File: src/rtl/micro_op_scheduler_pkg.sv
// Shared types and constants for the micro-op scheduler that fronts the
// 8-bit microprogrammed processor.
package micro_op_sched_pkg;

   typedef enum logic [2:0] {
      ST_IDLE,
      ST_ISSUE,
      ST_WAIT_START,
      ST_WAIT_DONE,
      ST_RESPOND,
      ST_RECOVER
   } sched_state_t;

   localparam int RECOVER_CYCLES = 2;
   localparam int OPCODE_W       = 4;
   localparam int DATA_W         = 8;
   localparam int UADDR_W        = 8;
   localparam int RESP_ID_W      = 1;

endpackage

File: src/rtl/micro_op_scheduler_if.sv
// Bundle of request, response and processor-pin signals around the scheduler.
// slave = scheduler side, master = requesters/consumer/processor side.
interface micro_op_scheduler_if;
   import micro_op_sched_pkg::*;

   logic                 req0_valid;
   logic                 req0_ready;
   logic [OPCODE_W-1:0]  req0_opcode;
   logic [DATA_W-1:0]    req0_a;
   logic [DATA_W-1:0]    req0_b;

   logic                 req1_valid;
   logic                 req1_ready;
   logic [OPCODE_W-1:0]  req1_opcode;
   logic [DATA_W-1:0]    req1_a;
   logic [DATA_W-1:0]    req1_b;

   logic                 resp_valid;
   logic                 resp_ready;
   logic [RESP_ID_W-1:0] resp_id;
   logic [DATA_W-1:0]    resp_data;
   logic                 resp_err;

   logic [OPCODE_W-1:0]  cpu_opcode;
   logic [DATA_W-1:0]    cpu_data_a;
   logic [DATA_W-1:0]    cpu_data_b;
   logic                 cpu_go_bar;
   logic                 cpu_reset;
   logic [UADDR_W-1:0]   cpu_microaddress;
   logic [DATA_W-1:0]    cpu_data_out;

   logic                 busy;

   modport slave (
      input  req0_valid, req0_opcode, req0_a, req0_b,
      input  req1_valid, req1_opcode, req1_a, req1_b,
      input  resp_ready, cpu_microaddress, cpu_data_out,
      output req0_ready, req1_ready,
      output resp_valid, resp_id, resp_data, resp_err,
      output cpu_opcode, cpu_data_a, cpu_data_b, cpu_go_bar, cpu_reset,
      output busy
   );

   modport master (
      output req0_valid, req0_opcode, req0_a, req0_b,
      output req1_valid, req1_opcode, req1_a, req1_b,
      output resp_ready, cpu_microaddress, cpu_data_out,
      input  req0_ready, req1_ready,
      input  resp_valid, resp_id, resp_data, resp_err,
      input  cpu_opcode, cpu_data_a, cpu_data_b, cpu_go_bar, cpu_reset,
      input  busy
   );

endinterface

File: src/rtl/micro_op_scheduler_rr_arbiter_2.sv
// Two-way round-robin arbiter: a lone requester wins, a tie goes to the
// requester that was not granted last.
module rr_arbiter_2
   import micro_op_sched_pkg::*;
(
   input  logic [1:0] req_valid,
   input  logic       last_gnt,
   output logic [1:0] gnt
);

   always_comb begin
      gnt    = 2'b00;
      gnt[0] = req_valid[0] & (~req_valid[1] | last_gnt);
      gnt[1] = req_valid[1] & (~req_valid[0] | ~last_gnt);
   end

endmodule

File: src/rtl/micro_op_scheduler.sv
// Shares one microprogrammed processor between two requesters: arbitrates,
// launches the microprogram, waits for completion and recovers a hung core.
//
// state         | meaning
// --------------+------------------------------------------------------
// ST_IDLE       | ready for a request, processor parked
// ST_ISSUE      | GO_BAR low for one cycle, timeout counter loaded
// ST_WAIT_START | waiting for the microaddress to leave IDLE_UADDR
// ST_WAIT_DONE  | waiting for the microaddress to return to IDLE_UADDR
// ST_RECOVER    | processor held in reset after a timeout
// ST_RESPOND    | response presented until the consumer takes it
module micro_op_scheduler
   import micro_op_sched_pkg::*;
#(
   parameter logic [UADDR_W-1:0] IDLE_UADDR = 8'h00,
   parameter int unsigned        TIMEOUT    = 255
) (
   input  logic                system_clk,
   input  logic                reset_bar,
   micro_op_scheduler_if.slave bus
);

   localparam logic [7:0] TMO_LOAD = 8'(TIMEOUT - 1);
   localparam logic [7:0] REC_LOAD = 8'(RECOVER_CYCLES - 1);

   sched_state_t        state, state_nxt;
   logic [7:0]          cnt_q, cnt_nxt;
   logic [1:0]          gnt;
   logic                last_gnt;
   logic                accept;
   logic                resp_id_q;
   logic [DATA_W-1:0]   resp_data_q;
   logic                resp_err_q;
   logic [OPCODE_W-1:0] opcode_q;
   logic [DATA_W-1:0]   data_a_q, data_b_q;
   logic                go_bar_q, cpu_reset_q;

   rr_arbiter_2 u_arb (
      .req_valid ({bus.req1_valid, bus.req0_valid}),
      .last_gnt  (last_gnt),
      .gnt       (gnt)
   );

   assign accept = (state == ST_IDLE) && (gnt != 2'b00);

   // One counter serves both the timeout and the recovery hold: the two
   // windows never overlap.
   always_comb begin
      state_nxt = state;
      cnt_nxt   = cnt_q;
      case (state)
         ST_IDLE: begin
            if (accept) state_nxt = ST_ISSUE;
         end
         ST_ISSUE: begin
            cnt_nxt   = TMO_LOAD;
            state_nxt = ST_WAIT_START;
         end
         ST_WAIT_START: begin
            if (cnt_q == 8'd0) begin
               state_nxt = ST_RECOVER;
               cnt_nxt   = REC_LOAD;
            end else begin
               cnt_nxt = cnt_q - 8'd1;
               if (bus.cpu_microaddress != IDLE_UADDR) state_nxt = ST_WAIT_DONE;
            end
         end
         ST_WAIT_DONE: begin
            if (cnt_q == 8'd0) begin
               state_nxt = ST_RECOVER;
               cnt_nxt   = REC_LOAD;
            end else begin
               cnt_nxt = cnt_q - 8'd1;
               if (bus.cpu_microaddress == IDLE_UADDR) state_nxt = ST_RESPOND;
            end
         end
         ST_RECOVER: begin
            if (cnt_q == 8'd0) state_nxt = ST_RESPOND;
            else               cnt_nxt   = cnt_q - 8'd1;
         end
         ST_RESPOND: begin
            if (bus.resp_ready) state_nxt = ST_IDLE;
         end
         default: state_nxt = ST_IDLE;
      endcase
   end

   always_ff @(posedge system_clk or negedge reset_bar) begin
      if (!reset_bar) begin
         state       <= ST_IDLE;
         cnt_q       <= 8'd0;
         last_gnt    <= 1'b1;
         resp_id_q   <= 1'b0;
         resp_data_q <= '0;
         resp_err_q  <= 1'b0;
         opcode_q    <= '0;
         data_a_q    <= '0;
         data_b_q    <= '0;
         go_bar_q    <= 1'b1;
         cpu_reset_q <= 1'b1;
      end else begin
         state       <= state_nxt;
         cnt_q       <= cnt_nxt;
         go_bar_q    <= (state_nxt != ST_ISSUE);
         cpu_reset_q <= (state_nxt == ST_RECOVER);
         if (accept) begin
            resp_id_q <= gnt[1];
            last_gnt  <= gnt[1];
            opcode_q  <= gnt[1] ? bus.req1_opcode : bus.req0_opcode;
            data_a_q  <= gnt[1] ? bus.req1_a      : bus.req0_a;
            data_b_q  <= gnt[1] ? bus.req1_b      : bus.req0_b;
         end
         if (state == ST_WAIT_DONE && state_nxt == ST_RESPOND) begin
            resp_data_q <= bus.cpu_data_out;
            resp_err_q  <= 1'b0;
         end
         if (state != ST_RECOVER && state_nxt == ST_RECOVER) begin
            resp_data_q <= '0;
            resp_err_q  <= 1'b1;
         end
      end
   end

   assign bus.req0_ready = (state == ST_IDLE) & gnt[0];
   assign bus.req1_ready = (state == ST_IDLE) & gnt[1];
   assign bus.resp_valid = (state == ST_RESPOND);
   assign bus.resp_id    = resp_id_q;
   assign bus.resp_data  = resp_data_q;
   assign bus.resp_err   = resp_err_q;
   assign bus.cpu_opcode = opcode_q;
   assign bus.cpu_data_a = data_a_q;
   assign bus.cpu_data_b = data_b_q;
   assign bus.cpu_go_bar = go_bar_q;
   assign bus.cpu_reset  = cpu_reset_q;
   assign bus.busy       = (state != ST_IDLE);

endmodule

File: src/flat_wrapper.sv
// flat-port wrapper written by rule: the top's interface ports become plain ports
module micro_op_scheduler_flat import micro_op_sched_pkg::*;
#(
   parameter logic [UADDR_W-1:0] IDLE_UADDR = 8'h00,
   parameter int unsigned        TIMEOUT    = 255
)
  (system_clk, reset_bar, bus_req0_valid, bus_req0_opcode, bus_req0_a, bus_req0_b, bus_req1_valid, bus_req1_opcode, bus_req1_a, bus_req1_b, bus_resp_ready, bus_cpu_microaddress, bus_cpu_data_out, bus_req0_ready, bus_req1_ready, bus_resp_valid, bus_resp_id, bus_resp_data, bus_resp_err, bus_cpu_opcode, bus_cpu_data_a, bus_cpu_data_b, bus_cpu_go_bar, bus_cpu_reset, bus_busy);
  micro_op_scheduler_if bus_i ();
  input  logic system_clk;
  input  logic reset_bar;
  input wire logic [$bits(bus_i.req0_valid)-1:0] bus_req0_valid;
  input wire logic [$bits(bus_i.req0_opcode)-1:0] bus_req0_opcode;
  input wire logic [$bits(bus_i.req0_a)-1:0] bus_req0_a;
  input wire logic [$bits(bus_i.req0_b)-1:0] bus_req0_b;
  input wire logic [$bits(bus_i.req1_valid)-1:0] bus_req1_valid;
  input wire logic [$bits(bus_i.req1_opcode)-1:0] bus_req1_opcode;
  input wire logic [$bits(bus_i.req1_a)-1:0] bus_req1_a;
  input wire logic [$bits(bus_i.req1_b)-1:0] bus_req1_b;
  input wire logic [$bits(bus_i.resp_ready)-1:0] bus_resp_ready;
  input wire logic [$bits(bus_i.cpu_microaddress)-1:0] bus_cpu_microaddress;
  input wire logic [$bits(bus_i.cpu_data_out)-1:0] bus_cpu_data_out;
  output wire logic [$bits(bus_i.req0_ready)-1:0] bus_req0_ready;
  output wire logic [$bits(bus_i.req1_ready)-1:0] bus_req1_ready;
  output wire logic [$bits(bus_i.resp_valid)-1:0] bus_resp_valid;
  output wire logic [$bits(bus_i.resp_id)-1:0] bus_resp_id;
  output wire logic [$bits(bus_i.resp_data)-1:0] bus_resp_data;
  output wire logic [$bits(bus_i.resp_err)-1:0] bus_resp_err;
  output wire logic [$bits(bus_i.cpu_opcode)-1:0] bus_cpu_opcode;
  output wire logic [$bits(bus_i.cpu_data_a)-1:0] bus_cpu_data_a;
  output wire logic [$bits(bus_i.cpu_data_b)-1:0] bus_cpu_data_b;
  output wire logic [$bits(bus_i.cpu_go_bar)-1:0] bus_cpu_go_bar;
  output wire logic [$bits(bus_i.cpu_reset)-1:0] bus_cpu_reset;
  output wire logic [$bits(bus_i.busy)-1:0] bus_busy;
  assign bus_i.req0_valid = bus_req0_valid;
  assign bus_i.req0_opcode = bus_req0_opcode;
  assign bus_i.req0_a = bus_req0_a;
  assign bus_i.req0_b = bus_req0_b;
  assign bus_i.req1_valid = bus_req1_valid;
  assign bus_i.req1_opcode = bus_req1_opcode;
  assign bus_i.req1_a = bus_req1_a;
  assign bus_i.req1_b = bus_req1_b;
  assign bus_i.resp_ready = bus_resp_ready;
  assign bus_i.cpu_microaddress = bus_cpu_microaddress;
  assign bus_i.cpu_data_out = bus_cpu_data_out;
  assign bus_req0_ready = bus_i.req0_ready;
  assign bus_req1_ready = bus_i.req1_ready;
  assign bus_resp_valid = bus_i.resp_valid;
  assign bus_resp_id = bus_i.resp_id;
  assign bus_resp_data = bus_i.resp_data;
  assign bus_resp_err = bus_i.resp_err;
  assign bus_cpu_opcode = bus_i.cpu_opcode;
  assign bus_cpu_data_a = bus_i.cpu_data_a;
  assign bus_cpu_data_b = bus_i.cpu_data_b;
  assign bus_cpu_go_bar = bus_i.cpu_go_bar;
  assign bus_cpu_reset = bus_i.cpu_reset;
  assign bus_busy = bus_i.busy;
  micro_op_scheduler #(.IDLE_UADDR(IDLE_UADDR), .TIMEOUT(TIMEOUT)) u_core (.system_clk(system_clk), .reset_bar(reset_bar), .bus(bus_i));
endmodule
File: config.mk
export PLATFORM = sky130hd
export DESIGN_NAME = micro_op_scheduler_flat
export DESIGN_NICKNAME = d
export VERILOG_FILES = /design/src/rtl/micro_op_scheduler_pkg.sv /design/src/rtl/micro_op_scheduler_if.sv /design/src/rtl/micro_op_scheduler_rr_arbiter_2.sv /design/src/rtl/micro_op_scheduler.sv /design/src/flat_wrapper.sv
export SDC_FILE = /design/constraint.sdc
export NUM_CORES = 1
export LEC_CHECK = 0
export BUFFER_PORTS_ARGS = -buffer_cell sky130_fd_sc_hd__buf_2
export CAP_MARGIN = 20
export CORE_MARGIN = 3
export CORE_UTILIZATION = 50
export DETAILED_ROUTE_END_ITERATION = 7
export GPL_ROUTABILITY_DRIVEN = 1
export PLACE_DENSITY = 0.87
export SYNTH_ARGS = -nofsm -noshare
export SYNTH_HDL_FRONTEND = slang
export SYNTH_HIERARCHICAL = 1
export SYNTH_SLANG_ARGS = --single-unit
File: constraint.sdc
create_clock -name system_clk -period 3.6 [get_ports system_clk]
set_input_delay 0.72 -clock system_clk [delete_from_list [all_inputs] [get_ports system_clk]]
set_output_delay 0.72 -clock system_clk [all_outputs]
set_load 0.01 [all_outputs]
After elaboration in Yosys (flattened, before gate mapping)
Index checks and enable logic that the tools add are counted.
{"block": "totals", "ff_bits": 44, "latch_bits": 0, "mem_bits_rw": 0, "romBits": 0, "out_inout_bits": 36, "wordCells": 62, "memories": 0}
{"block": "classes", "n_addsub": 1, "multipliers": 0, "div": 0, "order_cmp": 0, "n_eq_ne": 10, "shift": 0, "mux": 18, "n_bitwise": 9, "n_reduce_logical": 13}
{"cell": "two-way mux 8 bit", "n": 6}
{"cell": "one-hot mux 8 bit (3 select lines)", "n": 1}
{"cell": "two-way mux 3 bit", "n": 7}
{"cell": "one-hot mux 3 bit (6 select lines)", "n": 1}
{"cell": "zero test 8 bit", "n": 2}
{"cell": "== test 3 bit, second input constant", "n": 4}
{"cell": "nonzero test 8 bit", "n": 1}
{"cell": "subtractor 8 x 1 -> 8 bit, second input constant", "n": 1}
{"cell": "== test 3 x 2 -> 1 bit, second input constant", "n": 2}
{"cell": "nonzero test 3 bit", "n": 2}
{"cell": "AND 1 bit", "n": 4}
{"cell": "two-way mux 4 bit", "n": 1}
{"cell": "nonzero test 2 bit", "n": 2}
{"cell": "== test 3 x 1 -> 1 bit, second input constant", "n": 1}
{"cell": "logical AND 1 bit", "n": 3}
{"cell": "zero test 3 bit", "n": 1}
{"cell": "inequality test 3 x 1 -> 1 bit, second input constant", "n": 1}
{"cell": "inequality test 3 bit, second input constant", "n": 1}
{"cell": "inverter 1 bit", "n": 3}
{"cell": "two-way mux 1 bit", "n": 2}
{"cell": "inequality test 2 bit, second input constant", "n": 1}
{"cell": "OR 1 bit", "n": 2}
{"cell": "AND reduction 2 bit", "n": 1}
{"cell": "OR reduction 2 bit", "n": 1}

Depth between registers and ports, before layout
Gate-level depths: netlist of run 1.
{"block": "depth", "ltp_word": 11, "mapped_depth": 6, "mapped_depth_nobuf": 6}

Hierarchy
The synthesis of run 1 kept the hierarchy.
{"mod": "micro_op_scheduler", "n_inst": 1, "cells_each": 201, "area_each_um2": 2052.0}
{"mod": "rr_arbiter_2", "n_inst": 1, "cells_each": 3, "area_each_um2": 18.8}

Worst setup path before layout of run 1
No wires, ideal clock.
{"block": "synth_path", "path_type": "input-to-output", "start": "in bus_req1_valid", "end": "out bus_req1_ready", "arrival_ns": 1.249, "path_slack_ns": 1.631, "cell_stages": 2, "n_path_buf": 0, "path_cell_list": "a21boi_0 -> and2_1"}
{"block": "synth_via", "elab_chain_cells": 2}
{"item": "start: declaration", "line": "flat_wrapper.sv:15", "text": "input wire logic [$bits(bus_i.req1_valid)-1:0] bus_req1_valid;"}
{"item": "AND 1 bit", "line": "micro_op_scheduler_rr_arbiter_2.sv:14", "text": "gnt[1] = req_valid[1] & (~req_valid[0] | ~last_gnt);"}
{"item": "AND 1 bit", "line": "micro_op_scheduler.sv:125", "text": "assign bus.req1_ready = (state == ST_IDLE) & gnt[1];"}
{"item": "end: declaration", "line": "flat_wrapper.sv:23", "text": "output wire logic [$bits(bus_i.req1_ready)-1:0] bus_req1_ready;"}
No other way between the ends.

Worst setup path in the final report of run 1
{"block": "layout_path", "start": "in bus_req0_valid", "end": "out bus_req1_ready"}
{"block": "layout_via", "elab_chain_cells": 4}
{"item": "start: declaration", "line": "flat_wrapper.sv:11", "text": "input wire logic [$bits(bus_i.req0_valid)-1:0] bus_req0_valid;"}
{"item": "inverter 1 bit", "line": "micro_op_scheduler_rr_arbiter_2.sv:14"}
{"item": "OR 1 bit", "line": "micro_op_scheduler_rr_arbiter_2.sv:14"}
{"item": "AND 1 bit", "line": "micro_op_scheduler_rr_arbiter_2.sv:14"}
{"item": "net u_core.gnt[1]", "line": "micro_op_scheduler.sv:28", "text": "logic [1:0] gnt;"}
{"item": "AND 1 bit", "line": "micro_op_scheduler.sv:125"}
The timed path passes the listed nets, and every way through them passes these cells.

==> flow_summary_export.csv, run 1 <==
group,metric,value,unit
timing,clock.fmax,419,MHz
job,max_cap_viol_count,0,
final_layout,multi_input_area,908,sq um
timing,fin_crit,2390,ps
yosys,synthCells,204,
floorplanning,die_w,70.4,um
yosys,synth_nets,266,
setup_path,cp-end-kind,"output pin",
cts,htree_levels,2,
power,comb_power_share,0.352,
drt,drtAntennaViolNets,0,
yosys,yosysTopAreaCell,"dfrtp_1",
final_layout,antenna_cells,0,
outcome,status,"finished clean",
yosys,synth_most_common_cell,"dfrtp_1",
final_layout,seqCellArea,1100,sq um
drt,viasPerCell,5.29,
drt,drc_errors,0,
cts,cts_setup_buffers,0,
drt,wirelength,4750,um
yosys,synth_area,2070,sq um
yosys,synth.avg_cell_area,10.2,sq um
setup_path,critPathLaunchType,"input pin",
setup_path,required,2880,ps
timing,min_period_over_period,0.663,
final_layout,fill_cells,276,
power,power.density,628,nW/um^2
timing,tightest_slew,912,ps
floorplanning,die_y,70.4,um
yosys,synthTopCellsByCount,"41 x dfrtp_1, 30 x o21ai_0, 29 x nand2_1",
yosys,ys_warn_count,6,
yosys,synthDistinctLibCells,36,
timing,drv_slew,0,
power,switching_share,0.362,
power,p_int,1.07,mW
worst_hold_path,whs_path_depth,2,
timing,finClkSkew,6.95,ps
worst_hold_path,min_from,"u_core/bus.cpu_opcode[3]$_DFFE_PN0P_",
yosys,synth_seq_cells,44,
drt,drt_pass1_iterations,4,
global_routing,grt_overflow,0,
yosys,synth-main-ff-cell,"dfrtp_1",
cts,cts_tree,"yes",
timing,fin_setup_tns,0,ps
setup_path,critPathMaxFanout,22,
drt,wl_per_cell,13.7,um
place,dp_hpwl,3540,um
setup_path,reg2reg_to,"u_core/bus.resp_data[5]$_DFFE_PN0P_",
floorplanning,rows,22,
global_routing,grt_pass1_vias,1693,
global_routing,grtUsageTotal,0.191,
floorplanning,initial_utilization,0.541,
setup_path,r2r_cells,4,
final_layout,syn2layout_area_growth,29.1,%
floorplanning,die_area,4950,sq um
power,p_clk_frac,0.168,
setup_path,reg2reg_from,"u_core/cnt_q[3]$_DFFE_PN0P_",
setup_path,r2r_slack,1430,ps
drt,via_count,1837,
floorplanning,io_pins,97,
power,p_leak,1.39,nW
power,vdd_drop_max,0.000348,V
cts,clk_latency,300,ps
power,seq_power_share,0.480,
yosys,async_flop_share,1.00,
drt,drtIter0Drc,102,
yosys,yosysSeqAreaShare,0.534,
timing,hold_viol,0,
worst_hold_path,hold_class,"flip-flop to flip-flop",
cts,cts_max_path_buffers,2,
floorplanning,core-area,3830,sq um
final_layout,layout.cells.non_filler,347,
cts,cts.sinks,44,
yosys,synth_area_leaders,"dfrtp_1 50%, mux2i_1 9.7%, o21ai_0 7.3%",
place,port_buffers,96,
worst_hold_path,hold_end,"u_core/bus.cpu_opcode[3]$_DFFE_PN0P_",
cts,cts-resized-gates,0,
yosys,synth-edff-count,0,
cts,numCtsBuffers,5,
cts,clk_pin_slew,80,ps
final_layout,nets,361,
cts,cts_hold_buf,0,
timing,rsz0062_at_grt,"no",
global_routing,grt_pass1_wl,7580,um
place,place_congestion,0.773,
timing,setup_violations,0,
setup_path,critical_path_arrival,1670,ps
cts,cts_root_buf,"clkbuf_8",
setup_path,worst-setup-path-type,"input pin to output pin",
place,post-place-cells,340,
power,p_sw,0.608,mW
final_layout,layout-drive-gt1-share,0.378,
timing,slew-limit-headroom,0.392,
yosys,synth_top_area_frac,0.495,
global_routing,antenna_found_initial,0,
global_routing,grt_max_degree,45,
-- flip-flops by register name (all words and copies together) (netlist names) --
register               cells
u_core/bus.cpu_data_a      8
u_core/bus.cpu_data_b      8
u_core/bus.resp_data       8
u_core/cnt_q               8
u_core/bus.cpu_opcode      4
u_core/state               3
u_core/bus.cpu_go_bar      1
u_core/bus.cpu_reset       1
u_core/bus.resp_err        1
u_core/bus.resp_id         1
u_core/last_gnt            1
-- cell type report --
type                    instances  area share
repair buffers                 98       0.185
multi-input cells             143       0.340
well taps                      48      0.0225
flip-flops and latches         44       0.413
clock buffers                   6      0.0272
inverters                       7     0.00983
clock inverters                 1     0.00187
-- worst max-delay path by stage --
stage	startpoint	endpoint	slack, ps	depth (start not counted)
after global placement	bus_req0_valid	bus_req1_ready	1250	5
after detailed placement	bus_req0_valid	bus_req1_ready	1210	5
final	bus_req0_valid	bus_req1_ready	1210	5
after global routing	u_core/state[1]$_DFF_PN0_	bus_req0_ready	1130	4
after CTS	bus_req0_valid	bus_req1_ready	1200	5
after floorplan	bus_req1_valid	bus_req1_ready	1630	2
-- power by group through the flow --
stage / sequential, mW / combinational [mW] / clock (mW)
5_1_grt: 0.833 / 0.655 / 0.309
2_1_floorplan: 0.847 / 0.306 / 0
4_1_cts: 0.806 / 0.599 / 0.290
3_5_place_dp: 0.810 / 0.598 / 0
3_3_place_gp: 0.804 / 0.572 / 0
6_report: 0.806 / 0.592 / 0.281
-- worst max-delay path, stage by stage --
cell      delay [ps]
buf_2            110
a21boi_2         120
buf_4            340
and2_1           230
buf_2            140
-- metal layers --
metal  track usage  wire length (um)  up-vias
met5             0                 0        -
met3        0.0489               352        7
met2         0.313              2310       73
met4        0.0511                54        0
li1              -                 -      918
met1         0.251              2040      839
-- cell usage in the layout, fill, tap and decap left out, types with 2 or more instances in the layout --
| master | synthesis | routed |
|---|---|---|
| a21o_1 | 2 | 2 |
| dfrtp_1 | 41 | 41 |
| nor2_1 | 4 | 4 |
| inv_1 | 7 | 7 |
| nand2b_1 | 6 | 6 |
| nor3_1 | 2 | 2 |
| buf_2 | 1 | 96 |
| a22o_1 | 8 | 8 |
| buf_4 | 0 | 2 |
| mux2i_1 | 20 | 20 |
| o21ai_2 | 1 | 2 |
| a21oi_1 | 4 | 4 |
| nand4_1 | 3 | 3 |
| nand2_1 | 29 | 29 |
| nor2b_1 | 3 | 3 |
| or4_1 | 3 | 3 |
| a211o_1 | 2 | 2 |
| clkbuf_8 | 0 | 5 |
| and2_1 | 2 | 2 |
| o21ai_0 | 30 | 30 |
| nor4_1 | 3 | 3 |
| nand3_1 | 8 | 8 |
| dfstp_2 | 3 | 3 |
-- cells by family after synthesis --
kind of cell | after synthesis | share of synthesized area
compound gates | 54 | 0.162
fa+ha+maj | 1 | 0.00604
buf+inv | 17 | 0.0314
flops | 44 | 0.534
mux | 20 | 0.0967
simple gates | 68 | 0.170
-- per-stage QoR --
stage / area (sq um) / power (mW) / hold WS [ps] / utilization / setup WS, ps
floorplan: 2070 / 1.15 / 424 / - / 1630
global placement: 2590 / 1.38 / 457 / 0.678 / 1250
detailed placement: 2590 / 1.41 / 465 / 0.678 / 1210
CTS: 2670 / 1.69 / 481 / 0.698 / 1200
global route: 2670 / 1.80 / 498 / 0.698 / 1130
finish: 2670 / 1.68 / 480 / 0.698 / 1210
Note: power is estimated with default switching activity, not from simulation.
==> inputs of run 2 (changes only) <==
- CORE_UTILIZATION: 50 -> 46
- PLACE_DENSITY: 0.87 -> 0.81
- clock period: 3.6 -> 2.45 ns (I/O delays scaled with it)
==> flow_summary_export.csv, run 2 (synthesized netlist as in run 1, its figures left out) <==
group,metric,value,unit
timing,min_period_over_period,0.875,
setup_path,critPathTopFamily,"simple AND/OR/NAND/NOR gates",
setup_path,critPathLaunchType,"flip-flop",
timing,hold_viol,0,
setup_path,r2r_slack,330,ps
drt,viasPerCell,5.28,
cts,cts-resized-gates,0,
timing,drv_slew,0,
place,place_congestion,0.794,
drt,via_count,1853,
place,postPlaceCellArea,2610,sq um
power,power.density,950,nW/um^2
setup_path,reg2reg_to,"u_core/bus.resp_data[7]$_DFFE_PN0P_",
floorplanning,rows,23,
timing,layout_setup_ws,306,ps
global_routing,antenna_found_initial,0,
final_layout,seqCellArea,1100,sq um
drt,wl_per_cell,13.7,um
floorplanning,core-area,4170,sq um
place,dp_hpwl,3650,um
setup_path,worst-setup-path-type,"flip-flop to output pin",
cts,cts_root_buf,"clkbuf_8",
timing,fin_crit,2140,ps
floorplanning,initial_utilization,0.496,
final_layout,nets,363,
drt,drt_pass1_iterations,4,
cts,cts_tree,"yes",
worst_hold_path,hold_class,"input pin to async pin",
cts,numCtsBuffers,5,
setup_path,critPathMaxFanout,10,
power,p_leak,1.41,nW
power,vdd_drop_max,0.000446,V
final_layout,antenna_cells,0,
timing,hold_ws,190,ps
cts,cts_setup_buffers,0,
job,max_cap_viol_count,0,
floorplanning,die_y,73.1,um
timing,finClkSkew,5.88,ps
setup_path,cpPeakStageDelay,500,ps
drt,drtIter0Drc,62,
timing,tightest_slew,563,ps
floorplanning,die_w,73.1,um
setup_path,crit_path_cell_trace,"nor3_1 -> and2_1 -> buf_2",
cts,htree_levels,2,
drt,wirelength,4820,um
setup_path,required,1960,ps
timing,slew-limit-headroom,0.625,
final_layout,fill_cells,335,
cts,clk_pin_slew,70,ps
cts,cts_hold_buf,0,
final_layout,layout-drive-gt1-share,0.382,
global_routing,grt_overflow,0,
place,dp_slack,358,ps
global_routing,grt_pass1_wl,7680,um
cts,clk_latency,290,ps
final_layout,syn2layout_area_growth,31.1,%
timing,rsz0062_at_grt,"no",
drt,drc_errors,0,
final_layout,final_common_cell,"buf_2",
outcome,status,"finished clean",
timing,clock.fmax,466,MHz
final_layout,fin_util,0.651,
final_layout,multi_input_area,908,sq um
setup_path,r2r_cells,4,
timing,setup_violations,0,
setup_path,critical_path_arrival,1650,ps
cts,cts.sinks,44,
final_layout,finalInstanceArea,2720,sq um
final_layout,final_cell_mix,"96 x buf_2, 41 x dfrtp_1, 30 x o21ai_0",
floorplanning,io_pins,97,
floorplanning,die_area,5340,sq um
drt,drtAntennaViolNets,0,
timing,fin_setup_tns,0,ps
setup_path,cp-end-kind,"output pin",
global_routing,grt_pass1_vias,1744,
global_routing,grt_max_degree,42,
cts,cts_max_path_buffers,2,
global_routing,grtUsageTotal,0.185,
setup_path,reg2reg_from,"u_core/cnt_q[3]$_DFFE_PN0P_",
place,port_buffers,96,
setup_path,path_buf_inv,1,
setup_path,cp_slowest_cell,"dfrtp_1",
-- run 2: cell count changes in the layout (fill, tap and decap cells not counted) --
cell and delta:
buf_4 +2, clkinv_2 -1, bufinv_16 +1
-- run 2: layout make-up --
type	count	share of cell area
Multi-Input combinational cell	143	0.335
Clock buffer	6	0.0267
Sequential cell	44	0.407
Clock inverter	1	0.0111
Tap cell	50	0.0230
Timing Repair Buffer	100	0.188
Inverter	7	0.00968
-- run 2: routing by layer --
metal	vias to the layer above	routed length, um	track usage	part of all wire
li1	921	-	-	-
met4	0	40	0.0492	0.0083
met3	4	382	0.0482	0.079
met5	-	0	0	0
met2	81	2410	0.300	0.50
met1	847	1990	0.245	0.41
-- run 2: worst max path at each step --
| stage | start | endpoint | slack [ps] | cells past startpoint |
|---|---|---|---|---|
| after floorplan | u_core/cnt_q[3]$_DFFE_PN0P_ | u_core/bus.resp_data[0]$_DFFE_PN0P_ | 580 | 5 |
| after global placement | u_core/cnt_q[3]$_DFFE_PN0P_ | u_core/bus.resp_data[7]$_DFFE_PN0P_ | 420 | 4 |
| after detailed placement | u_core/cnt_q[3]$_DFFE_PN0P_ | u_core/bus.resp_data[7]$_DFFE_PN0P_ | 360 | 4 |
| after CTS | u_core/state[1]$_DFF_PN0_ | bus_req1_ready | 310 | 3 |
| after global routing | u_core/state[1]$_DFF_PN0_ | bus_req1_ready | 180 | 3 |
| final | u_core/state[1]$_DFF_PN0_ | bus_req1_ready | 310 | 3 |
-- run 2: per-stage QoR --
step / std cells / power [mW]
floorplan: 204 / 1.69
global placement: 344 / 2.04
detailed placement: 344 / 2.08
CTS: 351 / 2.60
global route: 351 / 2.77
finish: 351 / 2.58
-- run 2: power breakdown --
part           switching, mW  internal [mW]
clock                  0.223          0.299
sequential             0.189          0.992
combinational          0.479          0.398
-- run 2: worst register-to-register path: stages (launching register included) --
cell and delay [ps]:
dfrtp_1 440, or4_1 670, nor3_4 410, o21ai_2 210, a22o_1 280
==> inputs of run 3 (changes only) <==
- REMOVE_ABC_BUFFERS: not set -> 1
==> flow_summary_export.csv, run 3 (synthesized netlist as in run 1, its figures left out) <==
group,metric,value,unit
global_routing,grt_overflow,0,
setup_path,cp_slowest_cell,"dfrtp_1",
setup_path,critPathLaunchType,"flip-flop",
floorplanning,die_area,5340,sq um
drt,drtAntennaViolNets,0,
drt,drtIter0Drc,120,
cts,cts_hold_buf,0,
setup_path,r2r_cells,4,
place,dp_slack,360,ps
timing,clock.fmax,467,MHz
cts,clk_pin_slew,80,ps
place,place_congestion,0.781,
final_layout,nets,363,
setup_path,reg2reg_from,"u_core/cnt_q[3]$_DFFE_PN0P_",
floorplanning,initial_utilization,0.496,
cts,cts_root_buf,"clkbuf_8",
worst_hold_path,hold_class,"input pin to async pin",
drt,drc_errors,0,
timing,drv_slew,0,
drt,wirelength,5020,um
outcome,status,"finished clean",
final_layout,antenna_cells,0,
drt,viasPerCell,5.40,
setup_path,cp-end-kind,"output pin",
cts,cts_max_path_buffers,2,
timing,finClkSkew,5.16,ps
setup_path,crit_start,"u_core/state[1]$_DFF_PN0_",
cts,cts_setup_buffers,0,
floorplanning,die_w,73.1,um
cts,cts.sinks,44,
floorplanning,io_pins,97,
timing,hold_viol,0,
timing,fin_setup_tns,0,ps
setup_path,cp-endpoint,"bus_req1_ready",
final_layout,final_common_cell,"buf_2",
global_routing,grt_pass1_wl,8180,um
power,power.density,940,nW/um^2
floorplanning,rows,23,
global_routing,grtUsageTotal,0.195,
setup_path,critPathMaxFanout,10,
job,max_cap_viol_count,0,
drt,wl_per_cell,14.3,um
final_layout,syn2layout_area_growth,30.7,%
final_layout,layout-drive-gt1-share,0.384,
cts,clk_latency,290,ps
timing,rsz0062_at_grt,"no",
cts,cts-resized-gates,0,
final_layout,final_cell_mix,"96 x buf_2, 41 x dfrtp_1, 30 x o21ai_0",
setup_path,reg2reg_to,"u_core/bus.resp_data[1]$_DFFE_PN0P_",
global_routing,antenna_found_initial,0,
setup_path,critical_path_arrival,1650,ps
place,dp_hpwl,3760,um
cts,cts_tree,"yes",
drt,via_count,1900,
cts,numCtsBuffers,5,
power,vdd_drop_max,0.000549,V
floorplanning,core-area,4170,sq um
global_routing,grt_pass1_vias,1777,
timing,min_period_over_period,0.874,
timing,setup_violations,0,
global_routing,grt_max_degree,43,
setup_path,critPathTopFamily,"simple AND/OR/NAND/NOR gates",
floorplanning,die_y,73.1,um
drt,drt_pass1_iterations,5,
setup_path,cp.depth,3,
power,p_leak,1.40,nW
setup_path,path_buf_inv,1,
timing,layout_setup_ws,308,ps
timing,slew-limit-headroom,0.655,
setup_path,crit_path_cell_trace,"nor3_1 -> and2_1 -> buf_2",
timing,fin_crit,2140,ps
cts,htree_levels,2,
setup_path,required,1960,ps
setup_path,cpPeakStageDelay,500,ps
timing,tightest_slew,515,ps
setup_path,r2r_slack,340,ps
place,port_buffers,96,
setup_path,worst-setup-path-type,"flip-flop to output pin",
## run 3: layout make-up
| cell class | instances | area [sq um] |
|---|---|---|
| fill | 320 | 1470 |
| sequential | 44 | 1100 |
| multi-input combinational | 143 | 908 |
| timing repair buffer | 100 | 510 |
| clock buffer | 7 | 86.3 |
| tap | 50 | 62.6 |
| inverter | 7 | 26.3 |
| clock inverter | 1 | 7.51 |
## run 3: power breakdown
part	total, mW	switching, mW	internal [mW]	leakage [nW]
logic	0.892	0.494	0.398	0.829
clock network	0.467	0.238	0.229	0.0445
registers	1.19	0.194	0.992	0.530
total	2.54	0.926	1.62	1.40
## run 3: layer usage
metal	up-vias	routed length [um]	track usage
met5	-	0	0
met1	877	2040	0.261
met4	0	68	0.0697
li1	926	-	-
met3	6	339	0.0317
met2	91	2570	0.321
## run 3: metrics by stage
stage	instance area (sq um)	hold slack [ps]	utilization	power, mW	instances
final	2710	134	0.649	2.54	352
after global routing	2710	170	0.649	2.74	352
after CTS	2710	140	0.649	2.56	352
after detailed placement	2610	464	0.626	2.09	344
after global placement	2610	454	0.626	2.05	344
after floorplan	2030	194	-	1.69	194
## run 3: worst min path at each step
stage | from | end | slack [ps] | cells past startpoint
floorplan | reset_bar | u_core/bus.cpu_data_a[0]$_DFFE_PN0P_ | 190 | 0
global placement | reset_bar | u_core/bus.resp_data[1]$_DFFE_PN0P_ | 450 | 1
detailed placement | reset_bar | u_core/bus.resp_data[0]$_DFFE_PN0P_ | 460 | 1
CTS | reset_bar | u_core/bus.resp_data[0]$_DFFE_PN0P_ | 140 | 1
global route | reset_bar | u_core/bus.resp_data[0]$_DFFE_PN0P_ | 170 | 1
finish | reset_bar | u_core/bus.resp_data[4]$_DFFE_PN0P_ | 130 | 1
